===== src/rtl/gpio_irq_pkg.sv =====
// Shared definitions for the gpio_irq peripheral: register map, decode width,
// bus handshake states and the byte-strobe expansion helper.
package gpio_irq_pkg;

    // Number of word-address bits decoded from mem_addr[5:2]
    localparam int unsigned GPIO_DECODE_W = 4;

    // Register word offsets
    localparam logic [GPIO_DECODE_W-1:0] GPIO_OUT     = 4'd0;
    localparam logic [GPIO_DECODE_W-1:0] GPIO_DIR     = 4'd1;
    localparam logic [GPIO_DECODE_W-1:0] GPIO_IN      = 4'd2;
    localparam logic [GPIO_DECODE_W-1:0] GPIO_SET     = 4'd3;
    localparam logic [GPIO_DECODE_W-1:0] GPIO_CLR     = 4'd4;
    localparam logic [GPIO_DECODE_W-1:0] GPIO_TGL     = 4'd5;
    localparam logic [GPIO_DECODE_W-1:0] GPIO_RISE_EN = 4'd6;
    localparam logic [GPIO_DECODE_W-1:0] GPIO_FALL_EN = 4'd7;
    localparam logic [GPIO_DECODE_W-1:0] GPIO_STATUS  = 4'd8;

    // Bus slave handshake: idle, or presenting the one-cycle acknowledge
    typedef enum logic {
        BUS_IDLE,
        BUS_ACK
    } bus_state_t;

    // Expand the 4 byte strobes into a 32-bit bit mask
    function automatic logic [31:0] strb_to_mask(input logic [3:0] strb);
        logic [31:0] m;
        m = '0;
        for (int unsigned k = 0; k < 4; k++) begin
            m[8*k +: 8] = {8{strb[k]}};
        end
        return m;
    endfunction

endpackage


===== src/rtl/gpio_sync.sv =====
// Multi-stage input synchroniser with a one-cycle delayed copy of the
// synchronised value, producing per-pin rising/falling edge strobes.
module gpio_sync
    import gpio_irq_pkg::*;
#(
    parameter int unsigned WIDTH       = 8,
    parameter int unsigned SYNC_STAGES = 2
) (
    input  logic             i_clk,
    input  logic             i_reset,
    input  logic [WIDTH-1:0] i_pins,
    output logic [WIDTH-1:0] o_s,
    output logic [WIDTH-1:0] o_rise,
    output logic [WIDTH-1:0] o_fall
);

    logic [WIDTH-1:0] r_stage [SYNC_STAGES];
    logic [WIDTH-1:0] r_prev;

    // Shift pins through the synchroniser chain and remember the last stage
    always_ff @(posedge i_clk or posedge i_reset) begin
        if (i_reset) begin
            for (int unsigned k = 0; k < SYNC_STAGES; k++) begin
                r_stage[k] <= '0;
            end
            r_prev <= '0;
        end else begin
            r_stage[0] <= i_pins;
            for (int unsigned k = 1; k < SYNC_STAGES; k++) begin
                r_stage[k] <= r_stage[k-1];
            end
            r_prev <= r_stage[SYNC_STAGES-1];
        end
    end

    assign o_s    = r_stage[SYNC_STAGES-1];
    assign o_rise = o_s & ~r_prev;
    assign o_fall = ~o_s & r_prev;

endmodule


===== src/rtl/gpio_irq.sv =====
// GPIO peripheral on the picorv32 native bus: per-pin direction, atomic
// set/clear/toggle, synchronised inputs and sticky edge capture driving a
// level interrupt. Outputs are zero when not addressed so they OR-combine.
module gpio_irq
    import gpio_irq_pkg::*;
#(
    parameter int unsigned WIDTH       = 8,
    parameter int unsigned SYNC_STAGES = 2
) (
    input  logic             clk,
    input  logic             reset,
    input  logic             enable,
    input  logic             mem_valid,
    input  logic             mem_instr,
    input  logic [3:0]       mem_wstrb,
    input  logic [31:0]      mem_addr,
    input  logic [31:0]      mem_wdata,
    output logic             mem_ready,
    output logic [31:0]      mem_rdata,
    input  logic [WIDTH-1:0] gpio_in,
    output logic [WIDTH-1:0] gpio_out,
    output logic [WIDTH-1:0] gpio_oe,
    output logic             irq
);

    bus_state_t               r_state;
    logic                     r_ready;
    logic [31:0]              r_rdata;
    logic [WIDTH-1:0]         r_out;
    logic [WIDTH-1:0]         r_dir;
    logic [WIDTH-1:0]         r_rise_en;
    logic [WIDTH-1:0]         r_fall_en;
    logic [WIDTH-1:0]         r_status;

    logic [WIDTH-1:0]         w_s;
    logic [WIDTH-1:0]         w_rise;
    logic [WIDTH-1:0]         w_fall;
    logic [GPIO_DECODE_W-1:0] w_off;
    logic                     w_req;
    logic                     w_is_read;
    logic                     w_wr;
    logic [31:0]              w_mask32;
    logic [WIDTH-1:0]         w_mask;
    logic [WIDTH-1:0]         w_wd;
    logic [WIDTH-1:0]         w_clr;
    logic [31:0]              w_rd_val;
    logic                     w_unused;

    gpio_sync #(
        .WIDTH      (WIDTH),
        .SYNC_STAGES(SYNC_STAGES)
    ) u_sync (
        .i_clk  (clk),
        .i_reset(reset),
        .i_pins (gpio_in),
        .o_s    (w_s),
        .o_rise (w_rise),
        .o_fall (w_fall)
    );

    // Request accepted only while idle, so an ack is never followed by another
    assign w_off     = mem_addr[5:2];
    assign w_req     = mem_valid & enable & (r_state == BUS_IDLE);
    assign w_is_read = ~mem_instr & (mem_wstrb == 4'b0000);
    assign w_wr      = w_req & ~mem_instr & (|mem_wstrb);
    assign w_mask32  = strb_to_mask(mem_wstrb);
    assign w_mask    = w_mask32[WIDTH-1:0];
    assign w_wd      = mem_wdata[WIDTH-1:0] & w_mask;
    assign w_clr     = (w_wr && (w_off == GPIO_STATUS)) ? w_wd : '0;
    assign w_unused  = ^{mem_addr[31:6], mem_addr[1:0], mem_wdata, w_mask32};

    // Read mux: unmapped, write-only and instruction accesses return zero
    always_comb begin
        w_rd_val = '0;
        if (w_is_read) begin
            case (w_off)
                GPIO_OUT:     w_rd_val[WIDTH-1:0] = r_out;
                GPIO_DIR:     w_rd_val[WIDTH-1:0] = r_dir;
                GPIO_IN:      w_rd_val[WIDTH-1:0] = w_s;
                GPIO_RISE_EN: w_rd_val[WIDTH-1:0] = r_rise_en;
                GPIO_FALL_EN: w_rd_val[WIDTH-1:0] = r_fall_en;
                GPIO_STATUS:  w_rd_val[WIDTH-1:0] = r_status;
                default:      w_rd_val = '0;
            endcase
        end
    end

    // Bus handshake FSM with registered ready and read data
    always_ff @(posedge clk or posedge reset) begin
        if (reset) begin
            r_state <= BUS_IDLE;
            r_ready <= 1'b0;
            r_rdata <= '0;
        end else begin
            case (r_state)
                BUS_IDLE: begin
                    if (w_req) begin
                        r_state <= BUS_ACK;
                        r_ready <= 1'b1;
                        r_rdata <= w_rd_val;
                    end else begin
                        r_ready <= 1'b0;
                        r_rdata <= '0;
                    end
                end
                BUS_ACK: begin
                    r_state <= BUS_IDLE;
                    r_ready <= 1'b0;
                    r_rdata <= '0;
                end
                default: begin
                    r_state <= BUS_IDLE;
                    r_ready <= 1'b0;
                    r_rdata <= '0;
                end
            endcase
        end
    end

    // Writable control registers, byte-strobe masked
    always_ff @(posedge clk or posedge reset) begin
        if (reset) begin
            r_out     <= '0;
            r_dir     <= '0;
            r_rise_en <= '0;
            r_fall_en <= '0;
        end else if (w_wr) begin
            case (w_off)
                GPIO_OUT:     r_out     <= (r_out & ~w_mask) | w_wd;
                GPIO_DIR:     r_dir     <= (r_dir & ~w_mask) | w_wd;
                GPIO_SET:     r_out     <= r_out | w_wd;
                GPIO_CLR:     r_out     <= r_out & ~w_wd;
                GPIO_TGL:     r_out     <= r_out ^ w_wd;
                GPIO_RISE_EN: r_rise_en <= (r_rise_en & ~w_mask) | w_wd;
                GPIO_FALL_EN: r_fall_en <= (r_fall_en & ~w_mask) | w_wd;
                default:      ;
            endcase
        end
    end

    // Sticky edge status: a new enabled edge overrides a same-cycle W1C
    always_ff @(posedge clk or posedge reset) begin
        if (reset) begin
            r_status <= '0;
        end else begin
            r_status <= (r_status & ~w_clr) | (w_rise & r_rise_en) | (w_fall & r_fall_en);
        end
    end

    assign mem_ready = r_ready;
    assign mem_rdata = r_rdata;
    assign gpio_out  = r_out;
    assign gpio_oe   = r_dir;
    assign irq       = |(r_status & (r_rise_en | r_fall_en));

endmodule


===== config.mk =====
export PLATFORM = sky130hd
export DESIGN_NAME = gpio_irq
export DESIGN_NICKNAME = d
export VERILOG_FILES = /design/src/rtl/gpio_irq_pkg.sv /design/src/rtl/gpio_sync.sv /design/src/rtl/gpio_irq.sv
export SDC_FILE = /design/constraint.sdc
export NUM_CORES = 1
export LEC_CHECK = 0
export CORE_UTILIZATION = 60
export CTS_BUF_LIST = sky130_fd_sc_hd__clkbuf_8
export CTS_CLUSTER_DIAMETER = 80
export DETAILED_ROUTE_END_ITERATION = 10
export DONT_BUFFER_PORTS = 1
export GPL_TIMING_DRIVEN = 0
export PLACE_DENSITY = 0.74
export SYNTH_ARGS = -nofsm -noshare
export SYNTH_HDL_FRONTEND = slang
export SYNTH_HIERARCHICAL = 1
export SYNTH_SLANG_ARGS = --single-unit

===== constraint.sdc =====
create_clock -name clk -period 1.9 [get_ports clk]
set_clock_uncertainty 0.05 [all_clocks]
set_input_delay 0.38 -clock clk [delete_from_list [all_inputs] [get_ports clk]]
set_output_delay 0.38 -clock clk [all_outputs]
set_load 0.005 [all_outputs]

==> metrics.txt, run 1 <==
# TYPE chip_impl_metric gauge
chip_impl_metric{name="areaGrowthSynthToFinish",unit="%"} 15.9
chip_impl_metric{name="synthesis.area_per_instance",unit="um2"} 11.7
chip_impl_metric{name="clk_pin_slew_worst_paths",unit="ns"} 0.08
chip_impl_metric{name="pin_count_of_the_biggest_net_entering_global_routing",unit=""} 27
chip_impl_metric{name="final_min_period_over_clock_period",unit="%"} 97.6
chip_impl_info{name="cp-end-kind",value="register"} 1
chip_impl_metric{name="hpwl",unit="um"} 5740
chip_impl_metric{name="grt_first_pass_wirelength",unit="um"} 13200
chip_impl_metric{name="fill_cells",unit=""} 451
chip_impl_metric{name="met3RoutedLength",unit="um"} 840
chip_impl_info{name="synthFlopType",value="sky130_fd_sc_hd__dfrtp_1"} 1
chip_impl_info{name="worst_setup_sp",value="mem_ready$_DFF_PP0_"} 1
chip_impl_info{name="clock-root-buffer",value="sky130_fd_sc_hd__clkbuf_8"} 1
chip_impl_info{name="layout_common_cells",value="sky130_fd_sc_hd__dfrtp_1 (73), sky130_fd_sc_hd__buf_4 (42), sky130_fd_sc_hd__mux2_2 (27), sky130_fd_sc_hd__conb_1 (24), sky130_fd_sc_hd__nor2_1 (20)"} 1
chip_impl_info{name="maxUsedRoutingLayer",value="met4"} 1
chip_impl_metric{name="drt_total_wl",unit="um"} 8690
chip_impl_metric{name="routedLengthMet1",unit="um"} 3570
chip_impl_metric{name="hold_ws",unit="ns"} 0.0672
chip_impl_metric{name="finalSetupTns",unit="ns"} 0
chip_impl_metric{name="syn-instance-count",unit=""} 313
chip_impl_info{name="worstSetupStartpointType",value="register"} 1
chip_impl_metric{name="maxClockFrequency",unit="GHz"} 0.539
chip_impl_metric{name="placeableCoreArea",unit="um2"} 5920
chip_impl_metric{name="detailedRoute.firstIterationViolations",unit=""} 278
chip_impl_metric{name="synth_seq_area_share",unit="%"} 49.7
chip_impl_info{name="timing.setup.critical_path_class",value="register to register"} 1
chip_impl_metric{name="num_vias",unit=""} 2702
chip_impl_metric{name="core.rowCount",unit=""} 28
chip_impl_metric{name="routedWlPerCell",unit="um"} 19.5
chip_impl_metric{name="initial_utilization",unit="%"} 62.1
chip_impl_metric{name="postSynthRegisterBits",unit=""} 73
chip_impl_info{name="worstHoldPathType",value="input port to async pin"} 1
chip_impl_metric{name="drc",unit=""} 0
chip_impl_metric{name="power_density",unit="nW/um2"} 884
chip_impl_metric{name="dp_worst_setup_slack",unit="ns"} -0.275
chip_impl_info{name="setup_repair_after_global_routing_missed_its_margin",value="true"} 1
chip_impl_metric{name="post_layout_nonfiller_instances",unit=""} 445
chip_impl_metric{name="htree_num_levels",unit=""} 3
chip_impl_metric{name="numPlacedInstances",unit=""} 412
chip_impl_metric{name="cts_sinks",unit=""} 73
chip_impl_metric{name="hold_viol",unit=""} 0
chip_impl_metric{name="grt-ovfl-total",unit=""} 0
chip_impl_info{name="status",value="finished clean"} 1
chip_impl_metric{name="max-clock-path-buffers",unit=""} 2
chip_impl_metric{name="p_leak",unit="uW"} 0.00202
chip_impl_metric{name="clkLatencyLatePin",unit="ns"} 0.35
chip_impl_metric{name="peakVddDrop",unit="mV"} 0.746
chip_impl_metric{name="power",unit="uW"} 3770
chip_impl_metric{name="via_per_inst",unit=""} 6.07
chip_impl_metric{name="synth-warning-count",unit=""} 6
chip_impl_metric{name="finalNetCount",unit=""} 454
chip_impl_metric{name="worstPathRequired",unit="ns"} 2.08
chip_impl_metric{name="asyncSetResetFlopFracSynth",unit="%"} 100
chip_impl_metric{name="final_min_period",unit="ns"} 1.85
chip_impl_info{name="layout_commonest_cell",value="sky130_fd_sc_hd__dfrtp_1"} 1
chip_impl_metric{name="critical_path.max_fanout",unit=""} 6
chip_impl_metric{name="syn_area",unit="um2"} 3680
chip_impl_metric{name="worst_slew_margin_rel",unit="%"} 24.9
chip_impl_metric{name="cp.arrival",unit="ns"} 2.04
chip_impl_metric{name="finalWorstSetupSlack",unit="ns"} 0.0461
chip_impl_metric{name="maxCapViolCount",unit=""} 0
chip_impl_info{name="tritoncts",value="done"} 1
chip_impl_metric{name="tightestPinTransition",unit="ns"} 1.12
chip_impl_metric{name="met2RoutedLength",unit="um"} 4070
chip_impl_metric{name="synth_edf_count",unit=""} 0
chip_impl_metric{name="overall_track_demand_over_capacity_in_global_routing",unit="%"} 28.7
chip_impl_metric{name="dieWidth",unit="um"} 80.3
chip_impl_metric{name="floorplan.die.height",unit="um"} 80.3
chip_impl_info{name="crit-reg2reg-launch",value="mem_ready$_DFF_PP0_"} 1
chip_impl_metric{name="first_pass_iters",unit=""} 8
chip_impl_metric{name="cts_made_buffers",unit=""} 9
chip_impl_metric{name="number_of_global_route_vias_before_repair",unit=""} 2540
chip_impl_metric{name="area_of_the_multi_input_gates",unit="um2"} 1630
chip_impl_metric{name="design.die.area",unit="um2"} 6440
chip_impl_metric{name="port_buffers",unit=""} 0
chip_impl_metric{name="boundaryPins",unit=""} 131
chip_impl_metric{name="antenna_left",unit=""} 0
chip_impl_metric{name="gp_congestion",unit=""} 0.862
chip_impl_metric{name="drive_above_1_share",unit="%"} 31.6
chip_impl_metric{name="setup_violations",unit=""} 0
chip_impl_metric{name="reg2reg_slack",unit="ns"} 0.05
chip_impl_metric{name="netlist-cell-type-count",unit=""} 46
chip_impl_metric{name="antenna_found_initial",unit=""} 0
chip_impl_metric{name="timing_max_transition_violations_final",unit=""} 0
chip_impl_metric{name="n_antenna_cell",unit=""} 0
chip_impl_metric{name="sequential_cell_area",unit="um2"} 1830
[layout make-up]
class | count | share of cell area (%)
Tap cell | 75 | 2.20
Multi-Input combinational cell | 217 | 38.2
Timing Repair Buffer | 18 | 4.29
Inverter | 4 | 0.352
Clock buffer | 11 | 3.55
Clock inverter | 5 | 1.29
Sequential cell | 73 | 42.9
Buffer | 42 | 7.20
[cells by family after synthesis]
kind of cell / Yosys count / synth area share [%]
AOI/OAI and AO/OA: 70 / 14.8
xor gates and xnor gates: 1 / 0.238
adders and majority gates: 8 / 2.72
buffers and inverters: 46 / 8.58
DFF: 73 / 49.7
muxes: 29 / 8.82
other: 1 / 0.102
and+or+nand+nor: 85 / 15.1
[what timing repair did]
item,CTS,global route
pin swaps,1,3
buffers inserted,2,6
hold endpoints to repair,29,2
gates resized for setup,3,8
setup endpoints to repair,9,24
hold buffers,7,2
[final timing paths]
path / to / depth (start not counted)
max reg2reg: register / 5
max: register / 5
min in group clk: register / 1
min reg2reg: u_sync/o_s[4]$_DFF_PP0_ / 0
max in group asynchronous: gpio_out[2]$_DFFE_PP0P_ / 3
min: u_sync/o_s[0]$_DFF_PP0_ / 1
[cells in the mapped netlist (2+ instances only)]
master / instances / share of area, %
sky130_fd_sc_hd__dfrtp_1: 73 / 50
sky130_fd_sc_hd__buf_4: 35 / 7.1
sky130_fd_sc_hd__mux2_2: 27 / 8.3
sky130_fd_sc_hd__nor2_1: 20 / 2.0
sky130_fd_sc_hd__and2b_2: 16 / 3.8
sky130_fd_sc_hd__nand2_1: 16 / 1.6
sky130_fd_sc_hd__a22o_1: 11 / 2.6
sky130_fd_sc_hd__a21oi_1: 9 / 1.2
sky130_fd_sc_hd__o21ai_0: 9 / 1.2
sky130_fd_sc_hd__a211oi_1: 8 / 1.6
sky130_fd_sc_hd__a221o_1: 8 / 2.2
sky130_fd_sc_hd__ha_1: 8 / 2.7
sky130_fd_sc_hd__o21a_1: 8 / 1.6
sky130_fd_sc_hd__o2bb2ai_1: 8 / 1.9
sky130_fd_sc_hd__a222oi_1: 7 / 1.9
sky130_fd_sc_hd__nor2b_1: 6 / 1.0
sky130_fd_sc_hd__inv_1: 4 / 0.41
sky130_fd_sc_hd__buf_2: 3 / 0.41
sky130_fd_sc_hd__nand4_1: 3 / 0.51
sky130_fd_sc_hd__buf_1: 2 / 0.20
sky130_fd_sc_hd__mux2i_1: 2 / 0.54
sky130_fd_sc_hd__nand2b_1: 2 / 0.34
sky130_fd_sc_hd__nand3b_1: 2 / 0.41
sky130_fd_sc_hd__nor3_1: 2 / 0.27
sky130_fd_sc_hd__nor3b_1: 2 / 0.41
sky130_fd_sc_hd__nor4_1: 2 / 0.34
[metal layers]
metal  global-route usage [%]  vias up
met2                     43.5      165
met3                     9.89       26
met1                     36.8     1316
met4                     13.6        0
met5                        0        -
li1                         -     1195
[power breakdown]
| part | switching (uW) | total, uW | internal, uW |
|---|---|---|---|
| logic | 261 | 605 | 344 |
| registers | 170 | 1890 | 1720 |
| clock network | 594 | 1270 | 674 |
| total | 1030 | 3770 | 2740 |
[through the flow]
| stage | cell area [um2] | utilization, % |
|---|---|---|
| after detailed placement | 3880 | 65.5 |
| after global placement | 3860 | 65.1 |
| after global routing | 4260 | 72.0 |
| final | 4260 | 72.0 |
| after CTS | 4180 | 70.7 |
| after floorplan | 3760 | - |
[worst max-delay path: stages, from the launching register on]
cell and delay [ns]:
sky130_fd_sc_hd__dfrtp_1 0.40, sky130_fd_sc_hd__nand3b_1 0.18, sky130_fd_sc_hd__or3b_4 0.42, sky130_fd_sc_hd__nor3_4 0.18, sky130_fd_sc_hd__buf_12 0.16, sky130_fd_sc_hd__mux2_2 0.33
(Power assumes the default switching activity.)
==> run 2: changes to the inputs <==
- SETUP_SLACK_MARGIN: not set -> 0.4
==> run 2 against run 1 <==
Total power shrank 3.1%. Global-route usage about the same. Non-clock buffer count is 2 lower. Design area rose by 3.5%. Clock power shrank 14%. Highest routed layer unchanged.
==> metrics.txt, run 2 (synthesized netlist as in run 1, its figures left out) <==
# TYPE chip_impl_metric gauge
chip_impl_info{name="status",value="finished clean"} 1
chip_impl_metric{name="num_vias",unit=""} 2707
chip_impl_info{name="clock-root-buffer",value="sky130_fd_sc_hd__clkbuf_8"} 1
chip_impl_metric{name="met2RoutedLength",unit="um"} 4210
chip_impl_metric{name="critical_path.max_fanout",unit=""} 3
chip_impl_metric{name="peakVddDrop",unit="mV"} 0.723
chip_impl_metric{name="overall_track_demand_over_capacity_in_global_routing",unit="%"} 28.7
chip_impl_metric{name="setup_violations",unit=""} 0
chip_impl_metric{name="drt_total_wl",unit="um"} 8770
chip_impl_info{name="maxUsedRoutingLayer",value="met4"} 1
chip_impl_metric{name="n_antenna_cell",unit=""} 0
chip_impl_metric{name="hpwl",unit="um"} 5680
chip_impl_metric{name="maxCapViolCount",unit=""} 0
chip_impl_metric{name="clkLatencyLatePin",unit="ns"} 0.35
chip_impl_metric{name="first_pass_iters",unit=""} 5
chip_impl_metric{name="cts_sinks",unit=""} 73
chip_impl_metric{name="floorplan.die.height",unit="um"} 80.3
chip_impl_metric{name="finalNetCount",unit=""} 452
chip_impl_metric{name="dieWidth",unit="um"} 80.3
chip_impl_metric{name="routedLengthMet1",unit="um"} 3640
chip_impl_metric{name="net-switching-power",unit="uW"} 1040
chip_impl_metric{name="port_buffers",unit=""} 0
chip_impl_metric{name="post_layout_nonfiller_instances",unit=""} 443
chip_impl_metric{name="part_of_the_power_in_the_clock_network",unit="%"} 29.8
chip_impl_metric{name="final_min_period_over_clock_period",unit="%"} 98.0
chip_impl_metric{name="number_of_global_route_vias_before_repair",unit=""} 2560
chip_impl_info{name="tritoncts",value="done"} 1
chip_impl_metric{name="grt-ovfl-total",unit=""} 0
chip_impl_metric{name="power_density",unit="nW/um2"} 828
chip_impl_metric{name="clk_pin_slew_worst_paths",unit="ns"} 0.08
chip_impl_metric{name="pin_count_of_the_biggest_net_entering_global_routing",unit=""} 50
chip_impl_info{name="layout_commonest_cell",value="sky130_fd_sc_hd__dfrtp_1"} 1
chip_impl_metric{name="numPlacedInstances",unit=""} 411
chip_impl_metric{name="combinationalPowerShare",unit="%"} 18.0
chip_impl_metric{name="antenna_found_initial",unit=""} 0
chip_impl_metric{name="worstPathRequired",unit="ns"} 2.08
chip_impl_info{name="setup_repair_after_global_routing_missed_its_margin",value="true"} 1
chip_impl_metric{name="via_per_inst",unit=""} 6.11
chip_impl_metric{name="antenna_left",unit=""} 0
chip_impl_metric{name="drive_above_1_share",unit="%"} 35.3
chip_impl_metric{name="core.rowCount",unit=""} 28
chip_impl_metric{name="design.die.area",unit="um2"} 6440
chip_impl_metric{name="placeableCoreArea",unit="um2"} 5920
chip_impl_info{name="layout_common_cells",value="sky130_fd_sc_hd__dfrtp_1 (72), sky130_fd_sc_hd__buf_4 (39), sky130_fd_sc_hd__conb_1 (24), sky130_fd_sc_hd__nor2_1 (20), sky130_fd_sc_hd__mux2_4 (18)"} 1
chip_impl_metric{name="tightestPinTransition",unit="ns"} 1.16
chip_impl_metric{name="cts_made_buffers",unit=""} 9
chip_impl_metric{name="maxClockFrequency",unit="GHz"} 0.537
chip_impl_metric{name="routedWlPerCell",unit="um"} 19.8
chip_impl_metric{name="intPower",unit="uW"} 2610
chip_impl_metric{name="final_min_period",unit="ns"} 1.86
chip_impl_info{name="timing.setup.critical_path_class",value="register to register"} 1
chip_impl_metric{name="drc",unit=""} 0
chip_impl_metric{name="power",unit="uW"} 3650
chip_impl_metric{name="hold_ws",unit="ns"} 0.0695
chip_impl_metric{name="htree_num_levels",unit=""} 3
chip_impl_metric{name="hold_viol",unit=""} 0
chip_impl_metric{name="dp_worst_setup_slack",unit="ns"} -0.159
chip_impl_metric{name="timing_max_transition_violations_final",unit=""} 0
chip_impl_metric{name="p_seq_share",unit="%"} 52.2
chip_impl_metric{name="cp.arrival",unit="ns"} 2.04
chip_impl_metric{name="boundaryPins",unit=""} 131
chip_impl_metric{name="dpl-instance-area",unit="um2"} 3900
chip_impl_metric{name="met3RoutedLength",unit="um"} 798
chip_impl_metric{name="power.switching_fraction",unit="%"} 28.6
chip_impl_metric{name="max-clock-path-buffers",unit=""} 2
chip_impl_metric{name="initial_utilization",unit="%"} 62.1
chip_impl_metric{name="gp_congestion",unit=""} 0.828
chip_impl_metric{name="areaGrowthSynthToFinish",unit="%"} 20.0
chip_impl_metric{name="p_leak",unit="uW"} 0.00208
chip_impl_info{name="worstHoldPathType",value="input port to async pin"} 1
chip_impl_metric{name="finalWorstSetupSlack",unit="ns"} 0.0376
chip_impl_metric{name="design_area",unit="um2"} 4410
chip_impl_metric{name="worst_slew_margin_rel",unit="%"} 22.4
chip_impl_metric{name="grt_first_pass_wirelength",unit="um"} 13400
chip_impl_info{name="cp-end-kind",value="register"} 1
chip_impl_info{name="worstSetupStartpointType",value="register"} 1
chip_impl_metric{name="detailedRoute.firstIterationViolations",unit=""} 293
-- run 2: final timing paths --
kind | slack [ns] | start | end | cells past startpoint
worst max-delay path | 0.04 | mem_ready$_DFF_PP0_ | register | 5
worst min-delay path | 0.07 | reset | u_sync/r_stage[13]$_DFF_PP0_ | 1
worst max register to register | 0.04 | mem_ready$_DFF_PP0_ | register | 5
worst min register to register | 0.30 | u_sync/r_stage[8]$_DFF_PP0_ | u_sync/o_s[0]$_DFF_PP0_ | 0
max in group asynchronous | 1.07 | reset | async pin | 1
min in group clk | 0.13 | mem_wdata[6] | register | 1
-- run 2: layer usage --
layer,up-vias,track usage [%]
met3,13,8.98
li1,1192,-
met1,1345,38.0
met2,157,44.9
met4,0,9.46
met5,-,0
-- run 2: timing repair --
| action | 4_1_cts | 5_1_grt |
|---|---|---|
| endpoints found under the hold margin | 3 | 5 |
| setup endpoints to repair | 48 | 48 |
| cloned | 0 | 0 |
| resized for setup | 22 | 21 |
| hold buffers | 3 | 5 |
| pin swaps | 3 | 7 |
| buffers inserted | 6 | 2 |
-- run 2: power groups by stage --
stage | combinational [uW] | sequential (uW) | clock, uW
after floorplan | 472 | 1860 | 0
after global placement | 543 | 1900 | 0
after detailed placement | 562 | 1920 | 0
after CTS | 602 | 1900 | 1100
after global routing | 716 | 1920 | 1170
final | 656 | 1910 | 1090
-- run 2: area by class of cell --
cell class	instances	area, um2
inverters	4	18.8
fillers	399	1510
clock inverters	6	35.0
flip-flops and latches	73	1830
clock buffers	10	138
plain buffers	42	323
repair buffers	16	164
multi-input cells	217	1810
well taps	75	93.8
-- run 2: metrics by stage --
stage	setup TNS (ns)	util, %
final	0	74.5
after global placement	-2.84	65.9
after detailed placement	-2.63	65.9
after global routing	-0.157	74.5
after CTS	0	71.8
after floorplan	0	-
-- run 2: critical path: stages (launching register included) --
cell                       delay, ns
sky130_fd_sc_hd__dfrtp_1        0.40
sky130_fd_sc_hd__nand3b_1       0.19
sky130_fd_sc_hd__or3b_4         0.42
sky130_fd_sc_hd__nor3_4         0.19
sky130_fd_sc_hd__buf_4          0.17
sky130_fd_sc_hd__mux2_2         0.32
